**config.mk**
```make
export PLATFORM = sky130hd
export DESIGN_NAME = bresenham_line_stepper_flat
export DESIGN_NICKNAME = d
export VERILOG_FILES = /design/src/rtl/line_pkg.sv /design/src/rtl/bresenham_line_stepper_if.sv /design/src/rtl/bresenham_step_core.sv /design/src/rtl/bresenham_line_stepper.sv /design/src/flat_wrapper.sv
export SDC_FILE = /design/constraint.sdc
export NUM_CORES = 1
export LEC_CHECK = 0
export ABC_AREA = 1
export ABC_CLOCK_PERIOD_IN_PS = 10500
export BUFFER_PORTS_ARGS = -buffer_cell sky130_fd_sc_hd__buf_2
export CORE_MARGIN = 5
export CORE_UTILIZATION = 54
export CTS_CLUSTER_SIZE = 14
export DETAILED_ROUTE_END_ITERATION = 6
export HOLD_SLACK_MARGIN = 0.08
export MAX_ROUTING_LAYER = met4
export PLACE_DENSITY = 0.71
export SYNTH_ARGS = -nofsm -noshare
export SYNTH_HDL_FRONTEND = slang
export SYNTH_HIERARCHICAL = 1
export SYNTH_SLANG_ARGS = --single-unit
```
**constraint.sdc**
```tcl
create_clock -name clk -period 10.5 [get_ports clk]
set_clock_uncertainty 0.15 [all_clocks]
set_input_delay 0 -clock clk [delete_from_list [all_inputs] [get_ports clk]]
set_output_delay 0 -clock clk [all_outputs]
set_load 0.05 [all_outputs]
```
**src/rtl/line_pkg.sv**
```systemverilog
// Shared types and constants for the Bresenham line stepper.
package line_pkg;

    localparam int DEFAULT_WIDTH = 13;

    typedef enum logic [1:0] {
        IDLE   = 2'd0,
        SETUP  = 2'd1,
        RUN    = 2'd2,
        FINISH = 2'd3
    } line_state_e;

    // Two extra bits hold |x1-x0| and the error term without overflow.
    function automatic int errw_for(input int width);
        return width + 2;
    endfunction

endpackage

```
**src/rtl/bresenham_line_stepper_if.sv**
```systemverilog
// Command and pixel-stream bundle for bresenham_line_stepper.
// LINE_PATTERN_EN adds the 16-bit dash pattern input.
interface bresenham_line_stepper_if #(parameter int WIDTH = line_pkg::DEFAULT_WIDTH);
    logic             start;
    logic [WIDTH-1:0] x0;
    logic [WIDTH-1:0] y0;
    logic [WIDTH-1:0] x1;
    logic [WIDTH-1:0] y1;
`ifdef LINE_PATTERN_EN
    logic [15:0]      pattern;
`endif
    logic [WIDTH-1:0] pix_x;
    logic [WIDTH-1:0] pix_y;
    logic             pix_valid;
    logic             pix_ready;
    logic             busy;
    logic             done;

    modport master (
        output start, x0, y0, x1, y1, pix_ready,
`ifdef LINE_PATTERN_EN
        output pattern,
`endif
        input  pix_x, pix_y, pix_valid, busy, done
    );

    modport slave (
        input  start, x0, y0, x1, y1, pix_ready,
`ifdef LINE_PATTERN_EN
        input  pattern,
`endif
        output pix_x, pix_y, pix_valid, busy, done
    );
endinterface

```
**src/rtl/bresenham_step_core.sv**
```systemverilog
// Combinational single Bresenham step: next pixel and next error term
// from the current pixel, error, deltas, step directions and steepness.
module bresenham_step_core #(
    parameter int WIDTH = line_pkg::DEFAULT_WIDTH,
    parameter int ERRW  = line_pkg::errw_for(WIDTH)
) (
    input  logic [WIDTH-1:0]       x_i,
    input  logic [WIDTH-1:0]       y_i,
    input  logic signed [ERRW-1:0] err_i,
    input  logic signed [ERRW-1:0] dmajor_i,
    input  logic signed [ERRW-1:0] dminor_i,
    input  logic                   sx_neg_i,
    input  logic                   sy_neg_i,
    input  logic                   steep_i,
    output logic [WIDTH-1:0]       x_o,
    output logic [WIDTH-1:0]       y_o,
    output logic signed [ERRW-1:0] err_o
);
    logic signed [ERRW-1:0] err_n;
    logic                   minor_step;
    logic                   x_adv;
    logic                   y_adv;
    logic [WIDTH-1:0]       x_step;
    logic [WIDTH-1:0]       y_step;

    assign err_n      = err_i - dminor_i;
    assign minor_step = err_n[ERRW-1];
    assign err_o      = minor_step ? (err_n + dmajor_i) : err_n;

    // The major axis always advances; the minor axis only on error underflow.
    assign x_adv  = steep_i ? minor_step : 1'b1;
    assign y_adv  = steep_i ? 1'b1 : minor_step;
    assign x_step = sx_neg_i ? {WIDTH{1'b1}} : WIDTH'(1);
    assign y_step = sy_neg_i ? {WIDTH{1'b1}} : WIDTH'(1);

    assign x_o = x_adv ? (x_i + x_step) : x_i;
    assign y_o = y_adv ? (y_i + y_step) : y_i;
endmodule

```
**src/rtl/bresenham_line_stepper.sv**
```systemverilog
// Eight-octant Bresenham line engine emitting a valid/ready pixel stream.
// Optional LINE_PATTERN_EN: 16-bit dash pattern suppresses pixels with a 0 bit.
//
// state  | meaning
// IDLE   | waiting for start, endpoints latched on accept
// SETUP  | deltas, directions, error seed; first pixel loaded
// RUN    | one pixel per handshake (or per cycle for masked pixels)
// FINISH | one-cycle done pulse
module bresenham_line_stepper
    import line_pkg::*;
#(
    parameter int WIDTH = DEFAULT_WIDTH,
    parameter int ERRW  = errw_for(WIDTH)
) (
    input logic                     clk,
    input logic                     rst,
    bresenham_line_stepper_if.slave bus
);
    line_state_e            state_q, state_d;
    logic [WIDTH-1:0]       x0_q, x0_d, y0_q, y0_d, x1_q, x1_d, y1_q, y1_d;
    logic [WIDTH-1:0]       pix_x_q, pix_x_d, pix_y_q, pix_y_d;
    logic                   pix_valid_q, pix_valid_d;
    logic signed [ERRW-1:0] err_q, err_d, dmajor_q, dmajor_d, dminor_q, dminor_d;
    logic [ERRW-1:0]        rem_q, rem_d;
    logic                   steep_q, steep_d, sx_neg_q, sx_neg_d, sy_neg_q, sy_neg_d;
`ifdef LINE_PATTERN_EN
    logic [15:0]            pattern_q, pattern_d;
    logic [3:0]             idx_q, idx_d;
    logic [3:0]             idx_n;
`endif

    logic signed [ERRW-1:0] ddx, ddy, adx, ady;
    logic                   steep_w;
    logic [WIDTH-1:0]       nx, ny;
    logic signed [ERRW-1:0] nerr;
    logic                   advance;

    assign ddx     = ERRW'($signed(x1_q)) - ERRW'($signed(x0_q));
    assign ddy     = ERRW'($signed(y1_q)) - ERRW'($signed(y0_q));
    assign adx     = ddx[ERRW-1] ? -ddx : ddx;
    assign ady     = ddy[ERRW-1] ? -ddy : ddy;
    assign steep_w = ady > adx;

    bresenham_step_core #(.WIDTH(WIDTH), .ERRW(ERRW)) u_step (
        .x_i      (pix_x_q),
        .y_i      (pix_y_q),
        .err_i    (err_q),
        .dmajor_i (dmajor_q),
        .dminor_i (dminor_q),
        .sx_neg_i (sx_neg_q),
        .sy_neg_i (sy_neg_q),
        .steep_i  (steep_q),
        .x_o      (nx),
        .y_o      (ny),
        .err_o    (nerr)
    );

    // A masked pixel (valid low in RUN) advances without waiting for ready.
    assign advance = pix_valid_q ? bus.pix_ready : 1'b1;
`ifdef LINE_PATTERN_EN
    assign idx_n = idx_q + 4'd1;
`endif

    always_comb begin
        state_d     = state_q;
        x0_d        = x0_q;
        y0_d        = y0_q;
        x1_d        = x1_q;
        y1_d        = y1_q;
        pix_x_d     = pix_x_q;
        pix_y_d     = pix_y_q;
        pix_valid_d = pix_valid_q;
        err_d       = err_q;
        dmajor_d    = dmajor_q;
        dminor_d    = dminor_q;
        rem_d       = rem_q;
        steep_d     = steep_q;
        sx_neg_d    = sx_neg_q;
        sy_neg_d    = sy_neg_q;
`ifdef LINE_PATTERN_EN
        pattern_d   = pattern_q;
        idx_d       = idx_q;
`endif
        case (state_q)
            IDLE: begin
                if (bus.start) begin
                    x0_d    = bus.x0;
                    y0_d    = bus.y0;
                    x1_d    = bus.x1;
                    y1_d    = bus.y1;
`ifdef LINE_PATTERN_EN
                    pattern_d = bus.pattern;
`endif
                    state_d = SETUP;
                end
            end
            SETUP: begin
                steep_d  = steep_w;
                sx_neg_d = ddx[ERRW-1];
                sy_neg_d = ddy[ERRW-1];
                dmajor_d = steep_w ? ady : adx;
                dminor_d = steep_w ? adx : ady;
                err_d    = (steep_w ? ady : adx) >>> 1;
                rem_d    = steep_w ? ady : adx;
                pix_x_d  = x0_q;
                pix_y_d  = y0_q;
`ifdef LINE_PATTERN_EN
                idx_d       = 4'd0;
                pix_valid_d = pattern_q[0];
`else
                pix_valid_d = 1'b1;
`endif
                state_d  = RUN;
            end
            RUN: begin
                if (advance) begin
                    if (rem_q == '0) begin
                        pix_valid_d = 1'b0;
                        state_d     = FINISH;
                    end else begin
                        pix_x_d = nx;
                        pix_y_d = ny;
                        err_d   = nerr;
                        rem_d   = rem_q - 1'b1;
`ifdef LINE_PATTERN_EN
                        idx_d       = idx_n;
                        pix_valid_d = pattern_q[idx_n];
`else
                        pix_valid_d = 1'b1;
`endif
                    end
                end
            end
            FINISH: state_d = IDLE;
            default: state_d = IDLE;
        endcase
    end

    always_ff @(posedge clk) begin
        if (rst) begin
            state_q     <= IDLE;
            x0_q        <= '0;
            y0_q        <= '0;
            x1_q        <= '0;
            y1_q        <= '0;
            pix_x_q     <= '0;
            pix_y_q     <= '0;
            pix_valid_q <= 1'b0;
            err_q       <= '0;
            dmajor_q    <= '0;
            dminor_q    <= '0;
            rem_q       <= '0;
            steep_q     <= 1'b0;
            sx_neg_q    <= 1'b0;
            sy_neg_q    <= 1'b0;
`ifdef LINE_PATTERN_EN
            pattern_q   <= '0;
            idx_q       <= '0;
`endif
        end else begin
            state_q     <= state_d;
            x0_q        <= x0_d;
            y0_q        <= y0_d;
            x1_q        <= x1_d;
            y1_q        <= y1_d;
            pix_x_q     <= pix_x_d;
            pix_y_q     <= pix_y_d;
            pix_valid_q <= pix_valid_d;
            err_q       <= err_d;
            dmajor_q    <= dmajor_d;
            dminor_q    <= dminor_d;
            rem_q       <= rem_d;
            steep_q     <= steep_d;
            sx_neg_q    <= sx_neg_d;
            sy_neg_q    <= sy_neg_d;
`ifdef LINE_PATTERN_EN
            pattern_q   <= pattern_d;
            idx_q       <= idx_d;
`endif
        end
    end

    assign bus.pix_x     = pix_x_q;
    assign bus.pix_y     = pix_y_q;
    assign bus.pix_valid = pix_valid_q;
    assign bus.busy      = (state_q == SETUP) || (state_q == RUN);
    assign bus.done      = (state_q == FINISH);
endmodule

```
**src/flat_wrapper.sv**
```systemverilog
// flat-port wrapper written by rule: the top's interface ports become plain ports
module bresenham_line_stepper_flat import line_pkg::*;
#(
    parameter int WIDTH = DEFAULT_WIDTH,
    parameter int ERRW  = errw_for(WIDTH)
)
  (clk, rst, bus_start, bus_x0, bus_y0, bus_x1, bus_y1, bus_pix_ready, bus_pix_x, bus_pix_y, bus_pix_valid, bus_busy, bus_done);
  bresenham_line_stepper_if #(.WIDTH(WIDTH)) bus_i ();
  input logic clk;
  input logic rst;
  input wire logic [$bits(bus_i.start)-1:0] bus_start;
  input wire logic [$bits(bus_i.x0)-1:0] bus_x0;
  input wire logic [$bits(bus_i.y0)-1:0] bus_y0;
  input wire logic [$bits(bus_i.x1)-1:0] bus_x1;
  input wire logic [$bits(bus_i.y1)-1:0] bus_y1;
  input wire logic [$bits(bus_i.pix_ready)-1:0] bus_pix_ready;
  output wire logic [$bits(bus_i.pix_x)-1:0] bus_pix_x;
  output wire logic [$bits(bus_i.pix_y)-1:0] bus_pix_y;
  output wire logic [$bits(bus_i.pix_valid)-1:0] bus_pix_valid;
  output wire logic [$bits(bus_i.busy)-1:0] bus_busy;
  output wire logic [$bits(bus_i.done)-1:0] bus_done;
  assign bus_i.start = bus_start;
  assign bus_i.x0 = bus_x0;
  assign bus_i.y0 = bus_y0;
  assign bus_i.x1 = bus_x1;
  assign bus_i.y1 = bus_y1;
  assign bus_i.pix_ready = bus_pix_ready;
  assign bus_pix_x = bus_i.pix_x;
  assign bus_pix_y = bus_i.pix_y;
  assign bus_pix_valid = bus_i.pix_valid;
  assign bus_busy = bus_i.busy;
  assign bus_done = bus_i.done;
  bresenham_line_stepper #(.WIDTH(WIDTH), .ERRW(ERRW)) u_core (.clk(clk), .rst(rst), .bus(bus_i));
endmodule
```
==> flow_summary_export.csv, run 1 <==
group,metric,value,unit
sta,tightest_slew,974,ps
synth,synth_area,12000,µm²
sta,hold_viol,0,
synth,synthCells,1923,
min_path,whs_endpoint,"u_core/x0_q[0]$_SDFFE_PP0P_",
critical_path,crit_path_start,"u_core/x0_q[0]$_SDFFE_PP0P_",
die,initial_core_util,54.8,%
route,firstDrtPassIters,7,
min_path,hp-start,"bus_x0[0]",
sta,fmax,177,MHz
critical_path,rrSetupSlack,4840,ps
clock_network,root_buffer,"clkbuf_16",
clock_network,clk_pin_slew_worst_paths,70,ps
synth,synth_nets,2086,
die,rows,54,
outcome,violations,"DRC",
placement,hpwlAfterDp,27.5,mm
route,drtIter0Drc,1257,
route,drc,5,
clock_network,cts_buffer_depth,2,
sta,setup_tns,0,ps
final_layout,drive_above_1_share,8.71,%
sta,finalCritPeriodShare,53.9,%
route,ant_nets,0,
sta,max_slew_margin,35.0,%
clock_network,cts_tree,"built",
grt,grt_usage,29.8,%
critical_path,crit-reg2reg-capture,"u_core/err_q[2]$_SDFFE_PP0P_",
clock_network,ctsHoldBuffers,56,
die,coreArea,21800,µm²
synth,synth_xor_area_share,4.32,%
synth,synth-compound-area-share,14.9,%
clock_network,cts_setup_buffers,0,
min_path,hold_path.class,"input port to flop",
die,die_w,159,µm
critical_path,start_kind,"flop",
sta,maxSlewViolCount,0,
synth,synth_fa_ha_area_share,11.6,%
clock_network,htree_levels,4,
clock_network,numCtsBuffers,17,
grt,grt_max_degree,85,
critical_path,ff2ff_path_depth,25,
route,drt-wirelength-per-cell,16.1,µm
critical_path,timing.rr.start,"u_core/x0_q[0]$_SDFFE_PP0P_",
die,ios,85,
grt,grt_pass1_wl,61.2,mm
synth,yosysWarnings,6,
clock_network,worstSkewPairLatency,430,ps
die,die_h,159,µm
grt,grt-ovfl-total,0,
min_path,min_path_cells,4,
route,via_per_inst,5.57,
sta,setup-violations-final,0,
grt,gr-usage-met2,43.0,%
sta,fin_crit,5660,ps
final_layout,layout_common_cells,"nand2_1, inv_1, nor2_1",
outcome,status,"complete, but fails checks",
critical_path,worstPathRequired,10670,ps
run,cap_violations,0,
critical_path,critPathCaptureType,"flop",
synth,synth_seq_cells,144,
synth,yosys.cell_types.count,48,
critical_path,crit_type,"flop to flop",
grt,grt.met3_usage,4.28,%
sta,rsz0062_at_grt,"false",
clock_network,clock_sinks,144,
synth,synthSimpleGateAreaFrac,34.6,%
synth,ys_seq_area_share,24.1,%
synth,synthMuxAreaShare,0,%
die,fp.dieArea,25200,µm²
synth,synth.avg_cell_area,6.22,µm²
placement,gp_congestion,0.975,
final_layout,fin_nets,2183,
final_layout,final_common_cell,"nand2_1",
clock_network,ctsResizeCount,0,
synth,synth_top_family_by_area,"simple AND/OR/NAND/NOR gates",
grt,gr-usage-met1,43.5,%
critical_path,cp.arrival,5830,ps
final_layout,area_growth_syn_to_layout,13.5,%
route,vias,12900,
route,totalWireLength,37.2,mm
critical_path,cp_max_fo,39,
grt,antenna_found_initial,1,
grt,top_usage_layer,"met1",
grt,grt_pass1_vias,11800,
placement,port_buffers,84,
## sequential cells by signal (all words and copies together), names as in the netlist, 2 cells and up
signal	flops
u_core/bus.pix_x	13
u_core/bus.pix_y	13
u_core/dmajor_q	15
u_core/dminor_q	15
u_core/err_q	15
u_core/rem_q	15
u_core/state_q	2
u_core/x0_q	13
u_core/x1_q	13
u_core/y0_q	13
u_core/y1_q	13
## cell type report
cell class	count	area (µm²)
multi-input cells	1471	7830
clock inverters	14	148
diodes	1	2.50
well taps	280	350
flip-flops and latches	144	2880
repair buffers	147	1030
fillers	2140	8240
clock buffers	18	439
inverters	239	897
## synth_stat cells, drive strengths merged
master,number,share of area [%]
o21bai,5,0.31
fa,6,1.0
nand3b,2,0.13
a41oi,1,0.073
clkinv,1,0.031
o21ba,1,0.084
and3,1,0.052
nor3b,3,0.19
nor3,13,0.59
and2,5,0.26
nand4,67,3.5
o211ai,1,0.063
a21boi,4,0.25
o31ai,3,0.19
o21ai,150,6.3
inv,238,7.5
nor4,2,0.10
ha,101,11
a21o,2,0.13
nor4b,1,0.073
or2,5,0.26
a31oi,29,1.5
nand2,547,18
dfxtp,144,24
buf,27,1.7
conb,2,0.063
nor2,201,6.4
nand3,122,5.4
or3,1,0.052
a21oi,137,6.0
xnor2,14,1.0
clkbuf,42,1.3
xor2,45,3.3
## worst max-delay path, stage by stage, from the launching register on
cell,delay [ps]
dfxtp_1,350
ha_1,250
fa_1,390
inv_1,130
nand2_1,90
nand2_1,100
nand2_1,50
nor2_1,140
nand4_1,150
nor3b_1,210
inv_1,80
nor2_1,150
nand2_1,90
nor3_1,230
nor2_1,90
xor2_1,140
inv_1,100
ha_1,280
nand2_1,50
nor2_1,190
nor4b_1,340
nand4_1,570
nand3_2,800
nand2_1,180
nand3_1,160
a21oi_1,80
## per-stage QoR
step	utilization (%)	setup WS [ps]	hold WS, ps	cell area, µm²	cells
floorplan	-	6490	-71.5	12000	1923
global placement	57.0	5120	99.1	12400	2225
detailed placement	57.0	5050	108	12400	2225
CTS	62.2	5010	193	13600	2313
global route	62.2	4400	231	13600	2314
finish	62.2	4840	209	13600	2314
## metal layers
metal / part of all wire, % / vias to the layer above
met5: 0 / -
met4: 1.7 / 0
met3: 7.5 / 50
met2: 42 / 458
met1: 48 / 5882
li1: - / 6490
## cells by family (layout without fill, tap and decap cells)
kind of cell	count (synthesis)	count (layout)
other cells	2	3
simple gates	970	970
flops	144	144
buf+inv	308	418
fa+ha+maj	107	107
xor+xnor	59	59
compound gates	333	333
## how the worst max path moves through the flow
stage | end | slack (ps) | cells past startpoint
4_1_cts | u_core/rem_q[2]$_SDFFE_PP0P_ | 5010 | 25
3_3_place_gp | u_core/err_q[1]$_SDFFE_PP0P_ | 5120 | 25
2_1_floorplan | u_core/dminor_q[12]$_SDFFE_PP0N_ | 6490 | 28
6_report | u_core/err_q[2]$_SDFFE_PP0P_ | 4840 | 25
5_1_grt | u_core/err_q[2]$_SDFFE_PP0P_ | 4400 | 28
3_5_place_dp | u_core/rem_q[2]$_SDFFE_PP0P_ | 5050 | 25
Power of run 1 is not shown: default switching activity piles up to over one toggle a cycle in this logic, so the estimate is an artifact.
==> run 2: changes to the inputs <==
--- a/config.mk
+++ b/config.mk
@@ -5,8 +5,8 @@
 export SDC_FILE = /design/constraint.sdc
 export NUM_CORES = 1
 export LEC_CHECK = 0
-export ABC_AREA = 1
-export ABC_CLOCK_PERIOD_IN_PS = 10500
+export ABC_AREA = 0
+export ABC_CLOCK_PERIOD_IN_PS = 5550
 export BUFFER_PORTS_ARGS = -buffer_cell sky130_fd_sc_hd__buf_2
 export CORE_MARGIN = 5
 export CORE_UTILIZATION = 54
==> constraint.sdc (replaced) <==
create_clock -name clk -period 5.55 [get_ports clk]
set_clock_uncertainty 0.15 [all_clocks]
set_input_delay 0 -clock clk [delete_from_list [all_inputs] [get_ports clk]]
set_output_delay 0 -clock clk [all_outputs]
set_load 0.05 [all_outputs]
==> run 2 against run 1 <==
  * The flow now finishes without violations
  * Sequential cell count stayed put
  * Global-route usage is 3.6 points lower
  * Cell count is 21% lower
  * Core utilization is 1.4 points higher
  * Via count is 17% lower
  * Critical path type unchanged
  * Highest routed layer unchanged
==> flow_summary_export.csv, run 2 <==
group,metric,value,unit
placement,gp_congestion,0.930,
placement,hpwlAfterDp,21.4,mm
sta,fin_crit,5290,ps
die,rows,53,
final_layout,stdcell_area,13300,µm²
route,drt-wirelength-per-cell,16.9,µm
synth,synth_seq_cells,144,
final_layout,diodes,0,
final_layout,area_growth_syn_to_layout,17.3,%
synth,synth_top_area_share,25.5,%
route,totalWireLength,31.1,mm
clock_network,numCtsBuffers,17,
grt,antenna_found_initial,0,
die,initial_core_util,54.2,%
die,die_w,155,µm
sta,maxSlewViolCount,0,
synth,synth.area.top_cells,"dfxtp_1, ha_1, a21oi_1",
grt,grt_pass1_vias,10200,
sta,finalCritPeriodShare,95.3,%
route,drc,0,
clock_network,root_buffer,"clkbuf_16",
clock_network,htree_levels,4,
run,cap_violations,0,
grt,grt.met3_usage,3.47,%
die,fp.dieArea,23900,µm²
sta,setup_ws,261,ps
sta,hold_viol,0,
synth,synth_area,11300,µm²
synth,synth.avg_cell_area,7.93,µm²
critical_path,cp.arrival,5400,ps
synth,ys_seq_area_share,25.5,%
grt,grt_pass1_wl,50.4,mm
clock_network,clk_pin_slew_worst_paths,60,ps
clock_network,cts_buffer_depth,2,
critical_path,path_cells,"inv_1, ha_1, or2_0, o211ai_1, a21oi_2, a221o_1, a2111oi_4, a21oi_4, nor2_1, xnor2_1, ha_1, a21o_1, a2111oi_0, o21ai_0, and3_1, a21oi_1, o211ai_4, nand2_4, mux2i_1, o22ai_1",
synth,synth_edf_count,0,
grt,grt-ovfl-total,0,
critical_path,critPathCaptureType,"flop",
clock_network,worstSkewPairLatency,430,ps
critical_path,slowest_stage,"dfxtp_1",
synth,yosysWarnings,6,
route,ant_nets,0,
grt,gr-usage-met2,42.5,%
synth,yosys.cell_types.count,91,
critical_path,cp_max_fo,15,
clock_network,clock_sinks,144,
placement,port_buffers,84,
route,via_per_inst,5.83,
grt,top_usage_layer,"met2",
synth,synthArstFlopShare,0,%
sta,setup_tns,0,ps
final_layout,layout_common_cells,"a21oi_1, nand2_1, dfxtp_1",
sta,tightest_slew,1110,ps
final_layout,final_common_cell,"a21oi_1",
critical_path,max_stage_delay,400,ps
sta,fmax,189,MHz
synth,synth-main-ff-cell,"dfxtp_1",
sta,setup-violations-final,0,
route,firstDrtPassIters,5,
final_layout,fin_nets,1710,
placement,pre_cts_slack,89.5,ps
placement,place_area,11900,µm²
sta,max_slew_margin,26.0,%
clock_network,cts_tree,"built",
die,ios,85,
final_layout,drive_above_1_share,12.2,%
critical_path,cpMostUsedCell,"ha_1",
outcome,status,"finished, final reports clean",
die,die_h,155,µm
grt,grt_max_degree,98,
synth,synthCells,1424,
critical_path,start_kind,"flop",
route,drtIter0Drc,807,
synth,yosys.area.top_type,"dfxtp_1",
synth,synth_common_cells,"a21oi_1, nand2_1, dfxtp_1, nor2_1, ha_1",
min_path,hold_path.class,"input port to flop",
critical_path,worstPathRequired,5660,ps
die,coreArea,20800,µm²
synth,synth_nets,1587,
synth,yosysMostFrequentCell,"a21oi_1",
grt,grt_usage,26.2,%
final_layout,fillCellCount,1799,
grt,gr-usage-met1,33.7,%
route,vias,10700,
critical_path,crit_type,"flop to flop",
==> run 2: per-layer routing <==
metal,up-vias,part of all wire [%]
li1,5296,-
met1,5001,45
met2,331,47
met3,63,5.0
met4,0,2.6
met5,-,0
==> run 2: final timing paths <==
path	start	end	slack, ps	cells past startpoint
hold / removal	bus_y0[12]	u_core/y0_q[12]$_SDFFE_PP0P_	210	4
setup reg to reg	u_core/y0_q[1]$_SDFFE_PP0P_	u_core/dmajor_q[7]$_SDFFE_PP0N_	260	20
setup / recovery	u_core/y0_q[1]$_SDFFE_PP0P_	u_core/dmajor_q[7]$_SDFFE_PP0N_	260	20
hold reg to reg	u_core/y1_q[11]$_SDFFE_PP0P_	u_core/y1_q[11]$_SDFFE_PP0P_	310	2
==> run 2: metrics by stage <==
stage / cells / hold slack [ps] / utilization (%)
after floorplan: 1424 / -14.0 / -
after global placement: 1731 / 92.1 / 57.0
after detailed placement: 1731 / 96.3 / 57.0
after CTS: 1830 / 190 / 63.3
after global routing: 1835 / 223 / 63.6
final: 1835 / 213 / 63.6
==> run 2: worst max-delay path, delay by kind of cell, from the launching register on <==
family	cells	cell delay, ps
fa+ha+maj	2	500
flops	1	400
xor+xnor	1	220
buf+inv	1	70
mux	1	330
compound gates	11	2640
simple gates	4	790
==> run 2: area by class of cell <==
type | instances | area, µm² | area share [%]
multi-input combinational | 1128 | 7840 | 59.1
clock inverter | 12 | 179 | 1.35
inverter | 88 | 330 | 2.49
timing repair buffer | 168 | 1220 | 9.22
clock buffer | 20 | 457 | 3.45
tap | 275 | 344 | 2.60
sequential | 144 | 2880 | 21.8
==> run 2: cells by family (layout without fill, tap and decap cells) <==
logic type	Yosys count	count (layout)	synth area share (%)
buf+inv	154	288	5.53
mux	77	77	7.25
fa+ha+maj	107	107	12.3
compound gates	410	410	23.7
other cells	2	2	0.0665
xor+xnor	86	86	6.92
flops	144	144	25.5
simple gates	444	446	18.8
==> run 2: what timing repair did <==
action,4_1_cts,5_1_grt
setup buffers,0,3
hold endpoints to repair,85,0
hold buffers,67,0
setup endpoints to repair,0,52
resized for setup,0,5
Power of run 2 is left out for the same reason.
